--- src/rtl/rps_defs.sv ---
// Shared definitions for the rock-paper-scissors VGA path: sprite IDs, colours,
// screen size and the sprite_blitter FSM encoding.
package rps_defs;

    typedef enum logic [1:0] {
        ROCK    = 2'd0,
        SCISSOR = 2'd1,
        PAPER   = 2'd2
    } sprite_id_t;

    localparam logic [2:0] BLACK = 3'b000;
    localparam logic [2:0] GREEN = 3'b010;
    localparam logic [2:0] WHITE = 3'b111;

    localparam int SCREEN_W_DEF = 160;
    localparam int SCREEN_H_DEF = 120;

    typedef enum logic [1:0] {
        IDLE  = 2'd0,
        SCAN  = 2'd1,
        DRAIN = 2'd2,
        DONE  = 2'd3
    } blit_state_t;

endpackage

--- src/rtl/sprite_blitter_if.sv ---
// Bundle between the game controller / ROM mux (master) and sprite_blitter (slave):
// draw request, ROM read port and the plot stream towards the vga_adapter.
interface sprite_blitter_if #(
    parameter int X_W      = 8,
    parameter int Y_W      = 7,
    parameter int SPR_W    = 32,
    parameter int SPR_H    = 32,
    parameter int NUM_SPR  = 3,
    parameter int COLOUR_W = 3
);
    localparam int SEL_W  = $clog2(NUM_SPR);
    localparam int ADDR_W = $clog2(SPR_W * SPR_H);

    logic                start;
    logic [SEL_W-1:0]    sprite_sel;
    logic [X_W-1:0]      x0;
    logic [Y_W-1:0]      y0;
    logic [COLOUR_W-1:0] fg_colour;
    logic [COLOUR_W-1:0] bg_colour;
    logic                transparent;
    logic [SEL_W-1:0]    rom_sel;
    logic [ADDR_W-1:0]   rom_addr;
    logic                rom_q;
    logic [X_W-1:0]      x;
    logic [Y_W-1:0]      y;
    logic [COLOUR_W-1:0] colour;
    logic                plot;
    logic                busy;
    logic                done;

    modport master (
        output start, sprite_sel, x0, y0, fg_colour, bg_colour, transparent, rom_q,
        input  rom_sel, rom_addr, x, y, colour, plot, busy, done
    );

    modport slave (
        input  start, sprite_sel, x0, y0, fg_colour, bg_colour, transparent, rom_q,
        output rom_sel, rom_addr, x, y, colour, plot, busy, done
    );

endinterface

--- src/rtl/blit_scan_ctr.sv ---
// Sprite scan counters: sx runs 0..SPR_W-1 and wraps into sy; o_last flags the
// final pixel (SPR_W-1, SPR_H-1).
module blit_scan_ctr #(
    parameter int SPR_W = 32,
    parameter int SPR_H = 32
) (
    input  logic                     i_clk,
    input  logic                     i_rst_n,
    input  logic                     i_clr,
    input  logic                     i_en,
    output logic [$clog2(SPR_W)-1:0] o_sx,
    output logic [$clog2(SPR_H)-1:0] o_sy,
    output logic                     o_last
);
    localparam int SX_W = $clog2(SPR_W);
    localparam int SY_W = $clog2(SPR_H);

    logic [SX_W-1:0] r_sx;
    logic [SY_W-1:0] r_sy;
    logic            w_row_end;

    assign w_row_end = (r_sx == SX_W'(SPR_W - 1));
    assign o_last    = w_row_end && (r_sy == SY_W'(SPR_H - 1));
    assign o_sx      = r_sx;
    assign o_sy      = r_sy;

    always_ff @(posedge i_clk or negedge i_rst_n) begin
        if (!i_rst_n) begin
            r_sx <= '0;
            r_sy <= '0;
        end else if (i_clr) begin
            r_sx <= '0;
            r_sy <= '0;
        end else if (i_en) begin
            if (w_row_end) begin
                r_sx <= '0;
                r_sy <= o_last ? '0 : r_sy + 1'b1;
            end else begin
                r_sx <= r_sx + 1'b1;
            end
        end
    end

endmodule

--- src/rtl/sprite_blitter.sv ---
// Sprite drawing engine: scans one SPR_W x SPR_H monochrome sprite from ROM and
// emits clipped (x, y, colour, plot) writes, aligned to the one-cycle ROM latency.
module sprite_blitter
    import rps_defs::*;
#(
    parameter int SCREEN_W = SCREEN_W_DEF,
    parameter int SCREEN_H = SCREEN_H_DEF,
    parameter int X_W      = 8,
    parameter int Y_W      = 7,
    parameter int SPR_W    = 32,
    parameter int SPR_H    = 32,
    parameter int NUM_SPR  = 3,
    parameter int COLOUR_W = 3
) (
    input logic              CLOCK_50,
    input logic              reset_n,
    sprite_blitter_if.slave  bus
);
    localparam int SEL_W  = $clog2(NUM_SPR);
    localparam int SX_W   = $clog2(SPR_W);
    localparam int SY_W   = $clog2(SPR_H);
    localparam int ADDR_W = $clog2(SPR_W * SPR_H);

    blit_state_t         r_state;
    logic                r_drain;
    logic                r_busy;
    logic                r_done;
    logic [SEL_W-1:0]    r_sel;
    logic [X_W-1:0]      r_x0;
    logic [Y_W-1:0]      r_y0;
    logic [COLOUR_W-1:0] r_fg;
    logic [COLOUR_W-1:0] r_bg;
    logic                r_transp;

    logic [SX_W-1:0]     w_sx;
    logic [SY_W-1:0]     w_sy;
    logic                w_last;
    logic                w_clr;
    logic                w_en;
    logic [X_W:0]        w_x_sum;
    logic [Y_W:0]        w_y_sum;

    logic                r_vld_p1;
    logic [SX_W-1:0]     r_sx_p1;
    logic [SY_W-1:0]     r_sy_p1;
    logic [X_W-1:0]      r_x_p2;
    logic [Y_W-1:0]      r_y_p2;
    logic [COLOUR_W-1:0] r_colour_p2;
    logic                r_plot_p2;

    function automatic logic [SEL_W-1:0] legal_sel(input logic [SEL_W-1:0] sel);
        return (32'(sel) < NUM_SPR) ? sel : '0;
    endfunction

    // Sums are one bit wider than the screen coordinate so off-screen pixels are dropped, not wrapped.
    function automatic logic on_screen(input logic [X_W:0] xs, input logic [Y_W:0] ys);
        return (xs < (X_W+1)'(SCREEN_W)) && (ys < (Y_W+1)'(SCREEN_H));
    endfunction

    assign w_clr = (r_state == IDLE) && bus.start;
    assign w_en  = (r_state == SCAN);

    blit_scan_ctr #(
        .SPR_W (SPR_W),
        .SPR_H (SPR_H)
    ) u_scan_ctr (
        .i_clk   (CLOCK_50),
        .i_rst_n (reset_n),
        .i_clr   (w_clr),
        .i_en    (w_en),
        .o_sx    (w_sx),
        .o_sy    (w_sy),
        .o_last  (w_last)
    );

    always_ff @(posedge CLOCK_50 or negedge reset_n) begin
        if (!reset_n) begin
            r_state <= IDLE;
            r_drain <= 1'b0;
            r_busy  <= 1'b0;
            r_done  <= 1'b0;
            r_sel   <= '0;
        end else begin
            r_done <= 1'b0;
            case (r_state)
                IDLE: if (bus.start) begin
                    r_sel   <= legal_sel(bus.sprite_sel);
                    r_busy  <= 1'b1;
                    r_state <= SCAN;
                end
                SCAN: if (w_last) begin
                    r_drain <= 1'b0;
                    r_state <= DRAIN;
                end
                DRAIN: if (r_drain) begin
                    r_done  <= 1'b1;
                    r_state <= DONE;
                end else begin
                    r_drain <= 1'b1;
                end
                DONE: begin
                    r_busy  <= 1'b0;
                    r_state <= IDLE;
                end
                default: r_state <= IDLE;
            endcase
        end
    end

    always_ff @(posedge CLOCK_50) begin
        if (w_clr) begin
            r_x0     <= bus.x0;
            r_y0     <= bus.y0;
            r_fg     <= bus.fg_colour;
            r_bg     <= bus.bg_colour;
            r_transp <= bus.transparent;
        end
    end

    // Stage 1: pixel coordinates travel alongside the ROM read
    always_ff @(posedge CLOCK_50 or negedge reset_n) begin
        if (!reset_n) r_vld_p1 <= 1'b0;
        else          r_vld_p1 <= w_en;
    end

    always_ff @(posedge CLOCK_50) begin
        r_sx_p1 <= w_sx;
        r_sy_p1 <= w_sy;
    end

    assign w_x_sum = {1'b0, r_x0} + (X_W+1)'(r_sx_p1);
    assign w_y_sum = {1'b0, r_y0} + (Y_W+1)'(r_sy_p1);

    // Stage 2: rom_q is valid here; register the plot write
    always_ff @(posedge CLOCK_50 or negedge reset_n) begin
        if (!reset_n) begin
            r_x_p2      <= '0;
            r_y_p2      <= '0;
            r_colour_p2 <= '0;
            r_plot_p2   <= 1'b0;
        end else begin
            r_x_p2      <= w_x_sum[X_W-1:0];
            r_y_p2      <= w_y_sum[Y_W-1:0];
            r_colour_p2 <= bus.rom_q ? r_fg : r_bg;
            r_plot_p2   <= r_vld_p1 && on_screen(w_x_sum, w_y_sum) && !(r_transp && !bus.rom_q);
        end
    end

    assign bus.rom_sel  = r_sel;
    assign bus.rom_addr = ADDR_W'(w_sy) * ADDR_W'(SPR_W) + ADDR_W'(w_sx);
    assign bus.x        = r_x_p2;
    assign bus.y        = r_y_p2;
    assign bus.colour   = r_colour_p2;
    assign bus.plot     = r_plot_p2;
    assign bus.busy     = r_busy;
    assign bus.done     = r_done;

endmodule

--- src/flat_wrapper.sv ---
// flat-port wrapper written by rule: the top's interface ports become plain ports
module sprite_blitter_flat import rps_defs::*;
#(
    parameter int SCREEN_W = SCREEN_W_DEF,
    parameter int SCREEN_H = SCREEN_H_DEF,
    parameter int X_W      = 8,
    parameter int Y_W      = 7,
    parameter int SPR_W    = 32,
    parameter int SPR_H    = 32,
    parameter int NUM_SPR  = 3,
    parameter int COLOUR_W = 3
)
  (CLOCK_50, reset_n, bus_start, bus_sprite_sel, bus_x0, bus_y0, bus_fg_colour, bus_bg_colour, bus_transparent, bus_rom_q, bus_rom_sel, bus_rom_addr, bus_x, bus_y, bus_colour, bus_plot, bus_busy, bus_done);
  sprite_blitter_if #(.X_W(X_W), .Y_W(Y_W), .SPR_W(SPR_W), .SPR_H(SPR_H), .NUM_SPR(NUM_SPR), .COLOUR_W(COLOUR_W)) bus_i ();
  input logic CLOCK_50;
  input logic reset_n;
  input wire logic [$bits(bus_i.start)-1:0] bus_start;
  input wire logic [$bits(bus_i.sprite_sel)-1:0] bus_sprite_sel;
  input wire logic [$bits(bus_i.x0)-1:0] bus_x0;
  input wire logic [$bits(bus_i.y0)-1:0] bus_y0;
  input wire logic [$bits(bus_i.fg_colour)-1:0] bus_fg_colour;
  input wire logic [$bits(bus_i.bg_colour)-1:0] bus_bg_colour;
  input wire logic [$bits(bus_i.transparent)-1:0] bus_transparent;
  input wire logic [$bits(bus_i.rom_q)-1:0] bus_rom_q;
  output wire logic [$bits(bus_i.rom_sel)-1:0] bus_rom_sel;
  output wire logic [$bits(bus_i.rom_addr)-1:0] bus_rom_addr;
  output wire logic [$bits(bus_i.x)-1:0] bus_x;
  output wire logic [$bits(bus_i.y)-1:0] bus_y;
  output wire logic [$bits(bus_i.colour)-1:0] bus_colour;
  output wire logic [$bits(bus_i.plot)-1:0] bus_plot;
  output wire logic [$bits(bus_i.busy)-1:0] bus_busy;
  output wire logic [$bits(bus_i.done)-1:0] bus_done;
  assign bus_i.start = bus_start;
  assign bus_i.sprite_sel = bus_sprite_sel;
  assign bus_i.x0 = bus_x0;
  assign bus_i.y0 = bus_y0;
  assign bus_i.fg_colour = bus_fg_colour;
  assign bus_i.bg_colour = bus_bg_colour;
  assign bus_i.transparent = bus_transparent;
  assign bus_i.rom_q = bus_rom_q;
  assign bus_rom_sel = bus_i.rom_sel;
  assign bus_rom_addr = bus_i.rom_addr;
  assign bus_x = bus_i.x;
  assign bus_y = bus_i.y;
  assign bus_colour = bus_i.colour;
  assign bus_plot = bus_i.plot;
  assign bus_busy = bus_i.busy;
  assign bus_done = bus_i.done;
  sprite_blitter #(.SCREEN_W(SCREEN_W), .SCREEN_H(SCREEN_H), .X_W(X_W), .Y_W(Y_W), .SPR_W(SPR_W), .SPR_H(SPR_H), .NUM_SPR(NUM_SPR), .COLOUR_W(COLOUR_W)) u_core (.CLOCK_50(CLOCK_50), .reset_n(reset_n), .bus(bus_i));
endmodule
--- config.mk ---
export PLATFORM = sky130hd
export DESIGN_NAME = sprite_blitter_flat
export DESIGN_NICKNAME = d
export VERILOG_FILES = /design/src/rtl/rps_defs.sv /design/src/rtl/sprite_blitter_if.sv /design/src/rtl/blit_scan_ctr.sv /design/src/rtl/sprite_blitter.sv /design/src/flat_wrapper.sv
export SDC_FILE = /design/constraint.sdc
export NUM_CORES = 1
export LEC_CHECK = 0
export ABC_AREA = 1
export CAP_MARGIN = 40
export CORE_ASPECT_RATIO = 0.6
export CORE_UTILIZATION = 50
export DETAILED_ROUTE_END_ITERATION = 10
export PLACE_DENSITY = 0.82
export SETUP_SLACK_MARGIN = 0.1
export SYNTH_ARGS = -nofsm -noshare
export SYNTH_HDL_FRONTEND = slang
export SYNTH_SLANG_ARGS = --single-unit
--- constraint.sdc ---
create_clock -name CLOCK_50 -period 1.9 [get_ports CLOCK_50]
set_input_delay 0.285 -clock CLOCK_50 [delete_from_list [all_inputs] [get_ports CLOCK_50]]
set_output_delay 0.285 -clock CLOCK_50 [all_outputs]
set_load 0.01 [all_outputs]
==> impl_metrics.toml <==
[route]
drt_iter0_markers = 65
routed-wl-met3_microns = 334
first_pass_iters = 4
drcViolationCount = 0
vias = 2115
wl_microns = 5823
vias_per_cell = 4.796
m1WireLength_microns = 2758
topRoutingLayerUsed = "met4"
wl_per_cell_microns = 13.20
postRouteAntennaNets = 0
dr_wl_met2_microns = 2672

[cts]
cts_buffers = 9
h-tree-depth = 3
path_clk_slew_ns = 0.07
ctsRootBufferMaster = "clkbuf_8"
tritoncts = "done"
cts_sinks = 69
clock_path_buffers = 2
clk_latency_ns = 0.35

[place]
hpwl_microns = 4168
portBuffers = 60
dp.cells = 421
place_area_sq_um = 3637
gp_congestion = 0.8863

[synth]
synth_edf_count = 22
synth_flop_cell = "dfrtp_1"
synth-seq-cells = 69
ys_seq_area_frac = 0.6121
ys_types = 29
ys_warn_count = 0
mappedNetlistNets = 326
async_flop_share = 0.5362
syn_inst = 278
syn_area_per_cell_sq_um = 10.50
syn_area_sq_um = 2919

[global_routing]
antenna_found_initial = 0
grt_max_degree = 38
grt_usage = 0.2010
grt.overflow.total = 0
grt_pass1_wl_microns = 8970
grt_pass1_vias = 1991

[cells_and_area]
fillCellCount = 416
final_common_cell = "nand2_1"
regArea_sq_um = 1788
fin_area_sq_um = 3920
layout_common_cells = "62 x nand2_1, 59 x clkdlybuf4s50_1, 45 x inv_1"
antenna_cells = 0
multi_input_area_sq_um = 975.9
drive_gt1_frac = 0.1163
area_growth_pct = 34.29
nets = 404
fin_util = 0.7004
final_cells = 441

[setup_path]
path_cells = "inv_1 > ha_1 > nand2_4 > inv_4 > nor2_1 > inv_1 > nand2_1 > nor2_1 > nor3_1"
end_kind = "register"
path_buf_inv = 3
cp_slowest_cell = "dfrtp_1"
crit_fanout = 11
cp_top_family = "simple AND/OR/NAND/NOR gates"
arrival_ns = 1.98
cp.required_ns = 2.15
crit_path_start_kind = "register"
regToRegSetupSlack_ns = 0.17
critPathMaxStageDelay_ns = 0.41
path_class = "register to register"

[power_and_ir_drop]
power_density_nw_per_um2 = 1444
power.switching_fraction = 0.3312
p_seq_frac = 0.402
ir_drop_uv = 730.3
p_int_uw = 3785
leakage_uw = 0.001811
p_sw_uw = 1875
pwr-share-clk = 0.232
p_comb_frac = 0.366
finalPower_uw = 5659

[floorplan]
rows = 21
start_util = 0.5216
dieArea_sq_um = 6158
die_h_microns = 61.19
die_x_microns = 100.6
core_area_sq_um = 5597
pin_count = 61

[sta]
drv_slew = 0
setup_viol = 0
hold_violations = 0
rsz0062_at_grt = "true"
finalCritPeriodShare = 0.9103
setup_tns_ns = 0
max_slew.worst_pin.slew_ns = 0.4750
fin_skew_ns = 0.008703
period_needed_ns = 1.730
slew_headroom = 0.6833
fmax_ghz = 0.5782

[status]
outcome = "complete, no violations"

[job]
maxCapViolations = 0

[min_path]
min_path_type = "register to register"
-- layout make-up --
class,instances,area share
Clock inverter,6,0.02170
Clock buffer,10,0.03511
Sequential cell,69,0.4561
Multi-Input combinational cell,161,0.2490
Timing Repair Buffer,67,0.1660
Inverter,48,0.04660
Tap cell,80,0.02553
-- per-layer routing --
metal,up-vias,GRT usage
li1,1058,-
met1,988,0.2537
met2,62,0.3239
met3,7,0.08513
met4,0,0.06004
met5,-,0
-- worst register-to-register path, delay by kind of cell, from the launching register on --
family / cells / cell delay [ns]
adders and majority gates: 1 / 0.26
buffers and inverters: 3 / 0.31
and+or+nand+nor: 5 / 0.67
DFF: 1 / 0.41
-- worst paths after layout --
path	end	cells after the start	start
max	u_core.u_scan_ctr.o_sx[3]	9	u_core.r_state[0]
min	u_core.r_sx_p1[0]	0	u_core.u_scan_ctr.o_sx[0]
max reg2reg	u_core.u_scan_ctr.o_sx[3]	9	u_core.r_state[0]
min reg2reg	u_core.r_sx_p1[0]	0	u_core.u_scan_ctr.o_sx[0]
max in group asynchronous	u_core.u_scan_ctr.o_sy[0]	3	reset_n
min in group asynchronous	u_core.bus.colour[2]	3	reset_n
-- power groups by stage --
stage          sequential (uW)  combinational [uW]  clock [uW]
2_1_floorplan             2380                 976           0
3_3_place_gp              2290                1930           0
3_5_place_dp              2300                1990           0
4_1_cts                   2280                2020        1340
5_1_grt                   2320                2290        1400
6_report                  2270                2070        1310
-- registers in the layout (all words and copies together) (netlist names) --
signal,count
u_core.r_bg,3
u_core.r_sx_p1,5
u_core.bus.y,7
u_core.bus.colour,3
u_core.u_scan_ctr.o_sy,5
u_core.bus.plot,1
u_core.r_x0,8
u_core.bus.x,8
u_core.r_transp,1
u_core.bus.done,1
u_core.r_sy_p1,5
u_core.bus.busy,1
u_core.r_vld_p1,1
u_core.u_scan_ctr.o_sx,5
u_core.r_state,2
u_core.r_drain,1
u_core.r_y0,7
u_core.bus.rom_sel,2
u_core.r_fg,3
-- Yosys cell counts, types with 2 or more instances --
master / n / share of area
nand4_1: 4 / 0.0086
inv_2: 3 / 0.0039
nor3_1: 6 / 0.010
ha_1: 18 / 0.077
inv_1: 45 / 0.058
nor2_1: 12 / 0.015
dfxtp_1: 10 / 0.069
o21ai_0: 10 / 0.017
dfrtp_1: 37 / 0.32
nand3_1: 17 / 0.029
edfxtp_1: 22 / 0.23
nand2_2: 4 / 0.0086
xor2_1: 5 / 0.015
fa_1: 2 / 0.014
a21oi_1: 8 / 0.014
nand2_1: 62 / 0.080
-- timing repair --
action / in CTS / in global routing
setup buffers: 0 / 2
hold buffers: 1 / 0
cloned: 0 / 1
endpoints found under the setup margin: 5 / 9
gates resized for setup: 1 / 7
endpoints found under the hold margin: 7 / 0
pin swaps: 0 / 2
-- cells by family (layout without fill, tap and decap cells) --
family / Yosys count / in the layout / synth area share
compound gates: 25 / 26 / 0.04930
flops: 69 / 69 / 0.6121
buf+inv: 49 / 131 / 0.06429
mux: 1 / 1 / 0.003429
fa+ha+maj: 20 / 20 / 0.09087
simple gates: 109 / 109 / 0.1650
xor+xnor: 5 / 5 / 0.01500
-- through the flow --
| step | hold slack (ns) | setup WS, ns |
|---|---|---|
| 2_1_floorplan | -0.01059 | 0.3106 |
| 6_report | 0.4337 | 0.1705 |
| 3_3_place_gp | 0.3630 | 0.1630 |
| 3_5_place_dp | 0.3730 | 0.06592 |
| 4_1_cts | 0.4286 | 0.1035 |
| 5_1_grt | 0.4585 | 0.06133 |
No activity file was read; power rests on OpenSTA's default activity.
